$ cat config.mk
export PLATFORM = sky130hd
export DESIGN_NAME = rsa_uart_sequencer
export DESIGN_NICKNAME = d
export VERILOG_FILES = /design/src/rtl/rsa_uart_sequencer.sv
export SDC_FILE = /design/constraint.sdc
export NUM_CORES = 1
export LEC_CHECK = 0
export ABC_AREA = 1
export BUFFER_PORTS_ARGS = -buffer_cell sky130_fd_sc_hd__buf_2
export CORE_MARGIN = 2
export CORE_UTILIZATION = 33
export CTS_CLUSTER_SIZE = 16
export DETAILED_ROUTE_END_ITERATION = 10
export MAX_ROUTING_LAYER = met4
export PLACE_DENSITY = 0.53
export SYNTH_ARGS = -nofsm -noshare
export SYNTH_HDL_FRONTEND = slang
export SYNTH_SLANG_ARGS = --single-unit
$ cat constraint.sdc
create_clock -name clk_in -period 4 [get_ports clk_in]
set_input_delay 0.4 -clock clk_in [delete_from_list [all_inputs] [get_ports clk_in]]
set_output_delay 0.4 -clock clk_in [all_outputs]
set_load 0.05 [all_outputs]
$ cat src/rtl/rsa_uart_sequencer.sv
// UART-fed sequencer for the modular exponentiation datapath.
// Collects an operand, runs one job, sends the result back.
module rsa_uart_sequencer #(
    parameter int WIDTH      = 16,
    parameter int RX_TIMEOUT = 1_000_000,
    parameter int EM_TIMEOUT = 65_536
) (
    input  logic             clk_in,
    input  logic             rst_in,
    input  logic             rx_valid_in,
    input  logic [7:0]       rx_byte_in,
    input  logic [WIDTH-1:0] key_exponent_in,
    input  logic [WIDTH-1:0] key_modulus_in,
    output logic             em_ready_out,
    output logic [WIDTH-1:0] em_value_out,
    output logic [WIDTH-1:0] em_exponent_out,
    output logic [WIDTH-1:0] em_modulus_out,
    input  logic             em_busy_in,
    input  logic             em_valid_in,
    input  logic [WIDTH-1:0] em_result_in,
    output logic [7:0]       tx_byte_out,
    output logic             tx_trigger_out,
    input  logic             tx_busy_in,
    output logic [WIDTH-1:0] result_out,
    output logic [1:0]       error_out
);

    localparam int NBYTES = WIDTH / 8;
    localparam int BCW    = $clog2(NBYTES + 1);
    localparam int RXW    = $clog2(RX_TIMEOUT + 1);
    localparam int EMW    = $clog2(EM_TIMEOUT + 1);

    localparam logic [BCW-1:0] LAST_BYTE = BCW'(NBYTES - 1);
    localparam logic [BCW-1:0] ALL_BYTES = BCW'(NBYTES);
    localparam logic [RXW-1:0] RX_LAST   = RXW'(RX_TIMEOUT - 1);
    localparam logic [EMW-1:0] EM_LAST   = EMW'(EM_TIMEOUT - 1);

    localparam logic [1:0] ERR_ZMOD = 2'd1;
    localparam logic [1:0] ERR_EMTO = 2'd2;
    localparam logic [1:0] ERR_OVR  = 2'd3;

    typedef enum logic [2:0] {
        IDLE,
        RECV,
        START,
        WAIT,
        SEND,
        TXWAIT
    } state_e;

    logic [1:0]       rst_sync_q, rst_sync_d;
    logic             rst_n_int;

    state_e           state_q, state_d;
    logic [WIDTH-1:0] op_q, op_d;
    logic [BCW-1:0]   bcnt_q, bcnt_d;
    logic [RXW-1:0]   rx_idle_q, rx_idle_d;
    logic [EMW-1:0]   em_cnt_q, em_cnt_d;
    logic             em_ready_q, em_ready_d;
    logic [WIDTH-1:0] em_value_q, em_value_d;
    logic [WIDTH-1:0] em_exp_q, em_exp_d;
    logic [WIDTH-1:0] em_mod_q, em_mod_d;
    logic [WIDTH-1:0] res_q, res_d;
    logic [WIDTH-1:0] tx_res_q, tx_res_d;
    logic [BCW-1:0]   tx_left_q, tx_left_d;
    logic             tx_first_q, tx_first_d;
    logic [7:0]       tx_byte_q, tx_byte_d;
    logic             tx_trig_q, tx_trig_d;
    logic [1:0]       err_q, err_d;
    logic [WIDTH-1:0] op_next;

    // Release pattern for the reset synchroniser
    always_comb begin
        rst_sync_d = {rst_sync_q[0], 1'b1};
    end

    // Asynchronous assert, clock-aligned release of the internal reset
    always_ff @(posedge clk_in or negedge rst_in) begin
        if (!rst_in) begin
            rst_sync_q <= '0;
        end else begin
            rst_sync_q <= rst_sync_d;
        end
    end

    assign rst_n_int = rst_sync_q[1];

    // Next-state and datapath control for the whole job sequence
    always_comb begin
        state_d    = state_q;
        op_d       = op_q;
        bcnt_d     = bcnt_q;
        rx_idle_d  = rx_idle_q;
        em_cnt_d   = em_cnt_q;
        em_ready_d = 1'b0;
        em_value_d = em_value_q;
        em_exp_d   = em_exp_q;
        em_mod_d   = em_mod_q;
        res_d      = res_q;
        tx_res_d   = tx_res_q;
        tx_left_d  = tx_left_q;
        tx_first_d = tx_first_q;
        tx_byte_d  = tx_byte_q;
        tx_trig_d  = 1'b0;
        err_d      = err_q;
        op_next    = (op_q << 8) | WIDTH'(rx_byte_in);

        // Bytes arriving while a job is in flight are dropped
        if (rx_valid_in && state_q != IDLE && state_q != RECV) begin
            err_d = ERR_OVR;
        end

        case (state_q)
            IDLE, RECV: begin
                if (rx_valid_in) begin
                    rx_idle_d = '0;
                    if (bcnt_q == LAST_BYTE) begin
                        em_value_d = op_next;
                        op_d       = '0;
                        bcnt_d     = '0;
                        state_d    = START;
                    end else begin
                        op_d    = op_next;
                        bcnt_d  = bcnt_q + BCW'(1);
                        state_d = RECV;
                    end
                end else if (state_q == RECV) begin
                    if (rx_idle_q == RX_LAST) begin
                        op_d      = '0;
                        bcnt_d    = '0;
                        rx_idle_d = '0;
                        state_d   = IDLE;
                    end else begin
                        rx_idle_d = rx_idle_q + RXW'(1);
                    end
                end
            end
            START: begin
                em_exp_d = key_exponent_in;
                em_mod_d = key_modulus_in;
                if (key_modulus_in == '0) begin
                    err_d     = ERR_ZMOD;
                    tx_res_d  = '1;
                    tx_left_d = ALL_BYTES;
                    state_d   = SEND;
                end else if (!em_busy_in) begin
                    em_ready_d = 1'b1;
                    em_cnt_d   = '0;
                    state_d    = WAIT;
                end
            end
            WAIT: begin
                if (em_valid_in) begin
                    tx_res_d  = em_result_in;
                    res_d     = em_result_in;
                    tx_left_d = ALL_BYTES;
                    em_cnt_d  = '0;
                    state_d   = SEND;
                end else if (em_cnt_q == EM_LAST) begin
                    err_d    = ERR_EMTO;
                    em_cnt_d = '0;
                    state_d  = IDLE;
                end else begin
                    em_cnt_d = em_cnt_q + EMW'(1);
                end
            end
            SEND: begin
                if (!tx_busy_in) begin
                    tx_byte_d  = tx_res_q[WIDTH-1 -: 8];
                    tx_res_d   = tx_res_q << 8;
                    tx_left_d  = tx_left_q - BCW'(1);
                    tx_trig_d  = 1'b1;
                    tx_first_d = 1'b1;
                    state_d    = TXWAIT;
                end
            end
            TXWAIT: begin
                // Transmitter raises busy one cycle after the strobe
                if (tx_first_q) begin
                    tx_first_d = 1'b0;
                end else if (!tx_busy_in) begin
                    if (tx_left_q != '0) begin
                        state_d = SEND;
                    end else begin
                        state_d = IDLE;
                    end
                end
            end
            default: begin
                state_d = IDLE;
            end
        endcase
    end

    // State and datapath registers
    always_ff @(posedge clk_in or negedge rst_n_int) begin
        if (!rst_n_int) begin
            state_q    <= IDLE;
            op_q       <= '0;
            bcnt_q     <= '0;
            rx_idle_q  <= '0;
            em_cnt_q   <= '0;
            em_ready_q <= 1'b0;
            em_value_q <= '0;
            em_exp_q   <= '0;
            em_mod_q   <= '0;
            res_q      <= '0;
            tx_res_q   <= '0;
            tx_left_q  <= '0;
            tx_first_q <= 1'b0;
            tx_byte_q  <= '0;
            tx_trig_q  <= 1'b0;
            err_q      <= '0;
        end else begin
            state_q    <= state_d;
            op_q       <= op_d;
            bcnt_q     <= bcnt_d;
            rx_idle_q  <= rx_idle_d;
            em_cnt_q   <= em_cnt_d;
            em_ready_q <= em_ready_d;
            em_value_q <= em_value_d;
            em_exp_q   <= em_exp_d;
            em_mod_q   <= em_mod_d;
            res_q      <= res_d;
            tx_res_q   <= tx_res_d;
            tx_left_q  <= tx_left_d;
            tx_first_q <= tx_first_d;
            tx_byte_q  <= tx_byte_d;
            tx_trig_q  <= tx_trig_d;
            err_q      <= err_d;
        end
    end

    assign em_ready_out    = em_ready_q;
    assign em_value_out    = em_value_q;
    assign em_exponent_out = em_exp_q;
    assign em_modulus_out  = em_mod_q;
    assign tx_byte_out     = tx_byte_q;
    assign tx_trigger_out  = tx_trig_q;
    assign result_out      = res_q;
    assign error_out       = err_q;

endmodule

After elaboration in Yosys (flattened, before gate mapping) --
Index checks and enable logic that the tools add are counted.
Storage, ports and cells: register bits 147, input bits 62, output and inout port bits 76, word-level logic and storage cells 113
Operators by class: add/sub/neg operators 4, eq/ne operators 20, muxes and demuxes 49, bitwise gates (word level) 2, reduce and logical (&&, ||, !) cells 21
Operator list (count):
- $mux 17 | 4
- $mux 20 | 3
- $mux 16 | 3
- $pmux 16 s3 | 1
- $pmux 17 s2 | 1
- $mux 3 | 11
- $mux 8 | 4
- $mux 2 | 12
- $add 20x1->20 const B | 1
- $eq 20x20->1 const B | 1
- $add 17x1->17 const B | 1
- $eq 17x16->1 const B | 1
- $logic_not 16->1 | 1
- $or 16x8->16 | 1
- $pmux 3 s5 | 1
- $ne 2x2->1 const B | 7
- $ne 3x3->1 const B | 4
- $reduce_bool 2->1 | 5
- $reduce_and 3->1 | 3
- $reduce_and 2->1 | 4
- $reduce_and 7->1 | 1
- $eq 3x2->1 const B | 2
- $eq 3x3->1 const B | 2
- $mux 1 | 6
- other kinds (14) | 16

Logic depth before layout (Yosys ltp) --
Gate-level depths: netlist (run 1).
depth after elaboration 7, mapped depth 11, depth with buffers taken out 10

Worst setup path before layout (run 1) --
Ideal clock, no wire load.
path kind register to register, start reg em_cnt_q[0], end reg em_cnt_q[11], setup time 0.118 ns, arrival 1.446 ns, required time 3.882 ns, slack 2.436 ns, cell stages (with the launch flop) 11, buffers on the path 0, clock period less this slack 1.564 ns, path through dfrtp_1 -> ha_1 -> inv_1 -> nor2_1 -> nand2_1 -> nor2_1 -> nand2_1 -> inv_1 -> nor2_1 -> nand3_1 -> nand2_1
Between the ends: cells in the longest elaborated chain, start to end 4, elaborated cells between the ends (all ways) 5, classes of those cells 1 x add/sub; 1 x eq/ne; 3 x mux
Ends and longest elaborated chain:
- from (decl) | RTL line 58 | logic [EMW-1:0] em_cnt_q, em_cnt_d;
- from (signal assigned) | RTL line 219 | em_cnt_q <= em_cnt_d;
- $add 17x1->17 / $eq 17x16->1 (equally long branches) | RTL line 164, 159
- $mux 17 * | RTL line 159 | end else if (em_cnt_q == EM_LAST) begin
- $mux 17 * | RTL line 153 | if (em_valid_in) begin
- $pmux 17 s2 * | RTL line 113 | case (state_q)
Mark *: on every way between the ends. The rest lies on a longest branch, timed or not. A chain may end at the register's enable or synchronous reset.

Worst setup path after layout (run 1) --
start reg state_q[0], end reg tx_res_q[7]
Between the ends: cells in the longest elaborated chain, start to end 3, elaborated cells between the ends (all ways) 9, classes of those cells 6 x eq/ne; 1 x mux; 2 x reduce/logical
Ends and longest elaborated chain:
- from (decl) | RTL line 54 | state_e state_q, state_d;
- from (signal assigned) | RTL line 215 | state_q <= state_d;
- $eq 3x2->1 / $eq 3x3->1 (equally long branches) | RTL line 113
- $ne 2x2->1 (no line) / $reduce_bool 3->1 (equally long branches)
- $reduce_and 4->1 (no line)
- to (signal assigned) | RTL line 225 | tx_res_q <= tx_res_d;
- to (decl) | RTL line 64 | logic [WIDTH-1:0] tx_res_q, tx_res_d;
Parallel ways exist; a longest one is shown, timed or not.

==> results.json, run 1 <==
{
  "drcViolationCount": 0,
  "wire_per_inst_um": 13.76,
  "place.port_buffers": 137,
  "synth_ff_type": "dfrtp_1",
  "synth_nets": 876,
  "ir_drop_mv": 0.4628,
  "core-area_mm2": 0.02023,
  "dieArea_mm2": 0.02177,
  "final.period_utilization_pct": 58.88,
  "synth_enable_flop_cells": 0,
  "hold_viol_final": 0,
  "fillers": 2035,
  "die_x_um": 147.5,
  "cp-start-kind": "flop",
  "crit_slowest_cell": "inv_2",
  "drt_iter0_drc": 361,
  "start_util_pct": 33.60,
  "htreeDepth": 4,
  "status": "complete, no violations",
  "worst_setup_path_end_kind": "flop",
  "netlist_instances": 811,
  "die_h_um": 147.5,
  "worstMarginPinSlew_ns": 1.069,
  "drive_above_1_share_pct": 22.84,
  "slowest_delay_ns": 0.52,
  "min_period_ns": 2.355,
  "gp_congestion": 0.8313,
  "drv_slew": 0,
  "final_area_mm2": 0.008322,
  "finalClockSkew_ns": 0.01273,
  "finalSetupViolations": 0,
  "io-pin-count": 138,
  "crit_family": "simple AND/OR/NAND/NOR gates",
  "grt_max_degree": 80,
  "reg2regPathDepth": 8,
  "p_per_area_mw_per_mm2": 792.4,
  "dr_wl_met3_um": 776,
  "highest_layer": "met4",
  "ys_seq_elements": 147,
  "critPathKind": "flop to flop",
  "cts_buffer_depth": 2,
  "cts_setup_buffers": 0,
  "gr-usage-all-layers_pct": 16.62,
  "synth_warnings": 0,
  "critical_path.max_fanout": 34,
  "cts_sinks": 147,
  "clock_latency_ns": 0.43,
  "worstPathArrival_ns": 2.66,
  "drt-met1-wl_um": 8399,
  "first_pass_iters": 4,
  "synth.avg_cell_area_um2": 8.384,
  "drt-total-wl_um": 16910,
  "final_cell_mix": "nand2_1 (301), dfrtp_1 (146), buf_2 (137)",
  "hold_path.class": "input pin to flop",
  "cts_made_buffers": 17,
  "worstPathRequired_ns": 4.30,
  "cp_num_buf_inv": 2,
  "grt_pass1_vias": 5554,
  "antenna_found_initial": 0,
  "yosysUniqueCellTypes": 38,
  "rsz0062_at_grt": "false",
  "wl_met2_um": 7583,
  "clock_tree.root_cell": "clkbuf_16",
  "clkTransAtPathRegs_ns": 0.06,
  "num_antenna_cells": 0,
  "rows": 52,
  "cap_violations": 0,
  "seq_area_frac_synth_pct": 54.10,
  "cts_tree": "yes",
  "fin_tns_setup_ns": 0,
  "postPlaceCellArea_mm2": 0.007716,
  "area_delta_synth_final_pct": 22.40,
  "relSlewSlack_pct": 28.54,
  "grt_pass1_wl_um": 28250,
  "final_common_cell": "nand2_1",
  "avgViaCountPerCell": 4.540,
  "ant_nets": 0,
  "whs_path_depth": 2,
  "fmax_mhz": 424.6,
  "async_reset_ff_share_pct": 100.0,
  "p_leak_nw": 4.320,
  "path_cells": "inv_2 > nand2_4 > inv_2 > nand3_2 > nand3_4 > nand2_4 > nand2_1 > o21ai_2",
  "total_power_mw": 6.594,
  "overflow": 0,
  "crit_cells": 8,
  "dp_hpwl_um": 11830,
  "vias": 5580,
  "synth_area_mm2": 0.006799,
  "final_nets": 1011
}
timing repair:
item,in CTS,in global routing
resized for setup,0,0
endpoints found under the hold margin,2,0
hold buffers,1,0
cell type report:
class	count	area (um^2)	area share [%]
Clock buffer	17	425.4	5.112
Sequential cell	147	3682	44.25
Tap cell	270	337.8	4.060
Multi-Input combinational cell	575	2739	32.91
Inverter	65	244.0	2.932
Clock inverter	15	170.2	2.045
Timing Repair Buffer	140	723.2	8.690
worst paths after layout:
path	startpoint	end	slack [ns]
worst min-delay path	em_busy_in	em_ready_out	0.15
worst max-delay path	state_q[0]	tx_res_q[7]	1.65
worst min register to register	rst_sync_q[0]	rst_sync_q[1]	0.36
min in group asynchronous	rst_in	rst_sync_q[1]	0.28
worst max register to register	state_q[0]	tx_res_q[7]	1.65
max in group asynchronous	rst_sync_q[1]	state_q[1]	2.55
sequential cells by signal (all words and copies together) (netlist names), 3 cells and up:
| register | flops |
|---|---|
| state_q | 3 |
| tx_byte_out | 8 |
| rx_idle_q | 20 |
| op_q | 8 |
| em_modulus_out | 16 |
| em_value_out | 16 |
| result_out | 16 |
| em_cnt_q | 17 |
| em_exponent_out | 16 |
| tx_res_q | 16 |
per-layer routing:
layer  vias up  GRT usage, %
li1       2855             -
met1      2592         22.98
met2       122         24.40
met3        11         4.198
met4         0         4.423
met5         -             -
Yosys cell counts (4+ instances only):
cell / number / area [um^2]
nand2_1: 301 / 1130
dfrtp_1: 147 / 3679
nor2_1: 77 / 289.0
inv_1: 57 / 214.0
nand3_1: 48 / 240.2
o21ai_0: 43 / 215.2
nor3_1: 13 / 65.06
a21oi_1: 11 / 55.05
clkbuf_1: 10 / 37.54
o21ai_2: 10 / 87.58
o22ai_1: 10 / 62.56
mux2_4: 9 / 135.1
buf_2: 8 / 40.04
inv_2: 8 / 30.03
mux2_2: 7 / 78.83
xor2_1: 6 / 52.55
buf_6: 5 / 56.30
nand4_1: 5 / 31.28
or2_2: 4 / 25.02
worst register-to-register path, delay by kind of cell (launching register included):
family	cells	cell delay, ns
flops	1	0.46
compound gates	1	0.06
simple gates	5	1.04
buf+inv	2	0.67
stage by stage:
stage / setup WS [ns] / hold slack (ns) / util (%) / instances
final: 1.645 / 0.1521 / 41.13 / 1229
after floorplan: 1.561 / 0.1044 / - / 811
after global routing: 1.371 / 0.1508 / 41.13 / 1229
after detailed placement: 1.627 / 0.1890 / 38.13 / 1196
after global placement: 1.648 / 0.1874 / 38.13 / 1196
after CTS: 1.608 / 0.1337 / 41.13 / 1229
cell families (layout without fill, tap and decap cells):
| group | count (synthesis) | count (layout) | share of synthesized area (%) |
|---|---|---|---|
| multiplexers | 16 | 16 | 3.147 |
| other | 1 | 1 | 0.05516 |
| AND/OR/NAND/NOR | 461 | 461 | 28.05 |
| XOR/XNOR | 9 | 9 | 1.159 |
| AO/OA/AOI/OAI | 85 | 85 | 7.324 |
| adder cells (fa/ha/maj) | 3 | 3 | 0.5521 |
| flip-flops | 147 | 147 | 54.10 |
| buffers and inverters | 89 | 237 | 5.613 |
where the power goes:
part | internal, mW | switching, mW
Combinational | 0.654 | 2.03
Clock | 0.935 | 0.683
Sequential | 1.99 | 0.302
Power figures use the tool's default switching activity.
==> inputs of run 2 (changes only) <==
- PLACE_DENSITY: 0.53 -> 0.52
- clock period: 4 -> 2.3 ns (I/O delays scaled with it)
==> run 2 against run 1 <==
Design area rose by 2.5%. Highest routed layer unchanged. Hold slack got worse by 0.13 ns. Largest power group unchanged. Register-to-register slack got worse by 1.3 ns. Critical path depth fell by 1. Non-clock buffer count rose by 24. Clock skew fell by 0.0036 ns. Critical path type unchanged. Critical endpoint is now tx_left_q[1]. Sequential share of layout area fell by 1.1 points. First-iteration DRC count fell by 26%. Flip-flop and latch count did not move.
==> results.json, run 2 (same netlist as run 1, synthesis figures left out) <==
{
  "status": "complete, no violations",
  "drcViolationCount": 0,
  "p_leak_nw": 4.430,
  "num_antenna_cells": 0,
  "die_h_um": 147.5,
  "hold_path.class": "input pin to flop",
  "ir_drop_mv": 0.9694,
  "grt_max_degree": 38,
  "slowest_delay_ns": 0.50,
  "reg.largest.list": "rx_idle_q (20), em_cnt_q (17)",
  "cp-start-kind": "flop",
  "finalSetupViolations": 0,
  "place.port_buffers": 137,
  "dp_slack_ns": 0.3768,
  "worstMarginPinSlew_ns": 0.7888,
  "worstPathArrival_ns": 2.20,
  "relSlewSlack_pct": 47.06,
  "htreeDepth": 4,
  "dp_hpwl_um": 11970,
  "fin_tns_setup_ns": 0,
  "regArea_mm2": 0.003682,
  "drive_above_1_share_pct": 23.40,
  "p_per_area_mw_per_mm2": 1343,
  "clkTransAtPathRegs_ns": 0.06,
  "final_cell_mix": "nand2_1 (301), dfrtp_1 (146), buf_2 (137)",
  "final_common_cell": "nand2_1",
  "dieArea_mm2": 0.02177,
  "drt-total-wl_um": 16590,
  "io-pin-count": 138,
  "fmax_mhz": 519.3,
  "cap_violations": 0,
  "worst_setup_path_end_kind": "flop",
  "area_delta_synth_final_pct": 25.51,
  "rows": 52,
  "cp_num_buf_inv": 2,
  "crit_family": "simple AND/OR/NAND/NOR gates",
  "worstPathRequired_ns": 2.58,
  "avgViaCountPerCell": 4.506,
  "critical_path.max_fanout": 26,
  "gp_congestion": 0.8031,
  "first_pass_iters": 4,
  "core-area_mm2": 0.02023,
  "timing.final.ws_setup_ns": 0.3743,
  "cts_buffer_depth": 2,
  "grt_pass1_vias": 5759,
  "path_cells": "inv_2 > nor2_4 > nand2_1 > o21ai_2 > inv_2 > nand2_4 > a21boi_0",
  "gr-usage-all-layers_pct": 16.72,
  "finalClockSkew_ns": 0.009177,
  "ant_nets": 0,
  "cts_setup_buffers": 0,
  "multi_input_area_mm2": 0.002739,
  "overflow": 0,
  "final_nets": 1035,
  "fillers": 2034,
  "critPathKind": "flop to flop",
  "clock_tree.root_cell": "clkbuf_16",
  "largest_reg_flops": 20,
  "drt_iter0_drc": 266,
  "die_x_um": 147.5,
  "cts_tree": "yes",
  "wire_per_inst_um": 13.24,
  "path_common_cell": "inv_2",
  "rsz0062_at_grt": "false",
  "drv_slew": 0,
  "final.period_utilization_pct": 83.73,
  "cts_made_buffers": 17,
  "crit_slowest_cell": "dfrtp_1",
  "vias": 5646,
  "grt_pass1_wl_um": 28600,
  "antenna_found_initial": 0,
  "cts_sinks": 147,
  "clock_latency_ns": 0.42,
  "start_util_pct": 33.60,
  "largest-register": "rx_idle_q",
  "hold_viol_final": 0,
  "min_period_ns": 1.926
}
-- run 2: cell types whose count changed in the layout (fill, tap and decap cells not counted) --
cell,delta
dlygate4sd3_1,+12
buf_4,+11
inv_6,-3
clkinv_2,+2
buf_12,+1
clkbuf_1,+1
clkinv_4,+1
clkinvlp_4,-1
-- run 2: path summary, 6_finish.rpt --
kind                       cells after the start          startpoint                  end  slack, ns
setup / recovery                               7          state_q[0]         tx_left_q[1]       0.37
min in group asynchronous                      2              rst_in        rst_sync_q[1]       0.16
setup reg to reg                               7          state_q[0]         tx_left_q[1]       0.37
hold / removal                                 3  key_modulus_in[11]   em_modulus_out[11]       0.02
max in group asynchronous                      1       rst_sync_q[1]        rx_idle_q[17]       1.33
hold reg to reg                                0       rst_sync_q[1]  em_exponent_out[11]       0.27
-- run 2: report_power, final --
part	leakage [nW]	switching [mW]	internal, mW
combinational	2.27	3.54	1.21
clock	0.287	1.15	1.61
sequential	1.87	0.488	3.47
-- run 2: layout make-up --
type	count	area share, %
sequential	147	43.15
clock inverter	14	1.818
inverter	65	2.859
multi-input combinational	575	32.10
tap	270	3.959
clock buffer	18	5.029
timing repair buffer	164	11.09
-- run 2: through the flow --
stage / util (%) / area, um^2 / hold slack [ns] / std cells / total power, mW
3_5_place_dp: 38.64 / 7819 / 0.02127 / 1208 / 8.755
3_3_place_gp: 38.64 / 7819 / 0.01803 / 1208 / 8.713
2_1_floorplan: - / 6803 / -0.06559 / 811 / 7.596
4_1_cts: 42.17 / 8533 / 0.001348 / 1253 / 11.59
6_report: 42.17 / 8533 / 0.01766 / 1253 / 11.46
5_1_grt: 42.17 / 8533 / 0.01940 / 1253 / 12.18
-- run 2: repair_timing --
action / CTS / global route
endpoints found under the hold margin: 14 / 0
gates resized for setup: 0 / 0
hold buffers: 13 / 0
-- run 2: routing by layer --
layer	wire, um	GRT usage, %	part of all wire (%)	vias to the layer above
met5	0	-	0	-
met4	153	3.798	0.92	0
met3	776	4.290	4.7	12
met2	7341	24.77	44	128
met1	8318	23.18	50	2610
li1	-	-	-	2896
-- run 2: worst register-to-register path: stages, from the launching register on --
cell and delay [ns]:
dfrtp_1 0.50, inv_2 0.12, nor2_4 0.30, nand2_1 0.23
o21ai_2 0.11, inv_2 0.10, nand2_4 0.27, a21boi_0 0.14
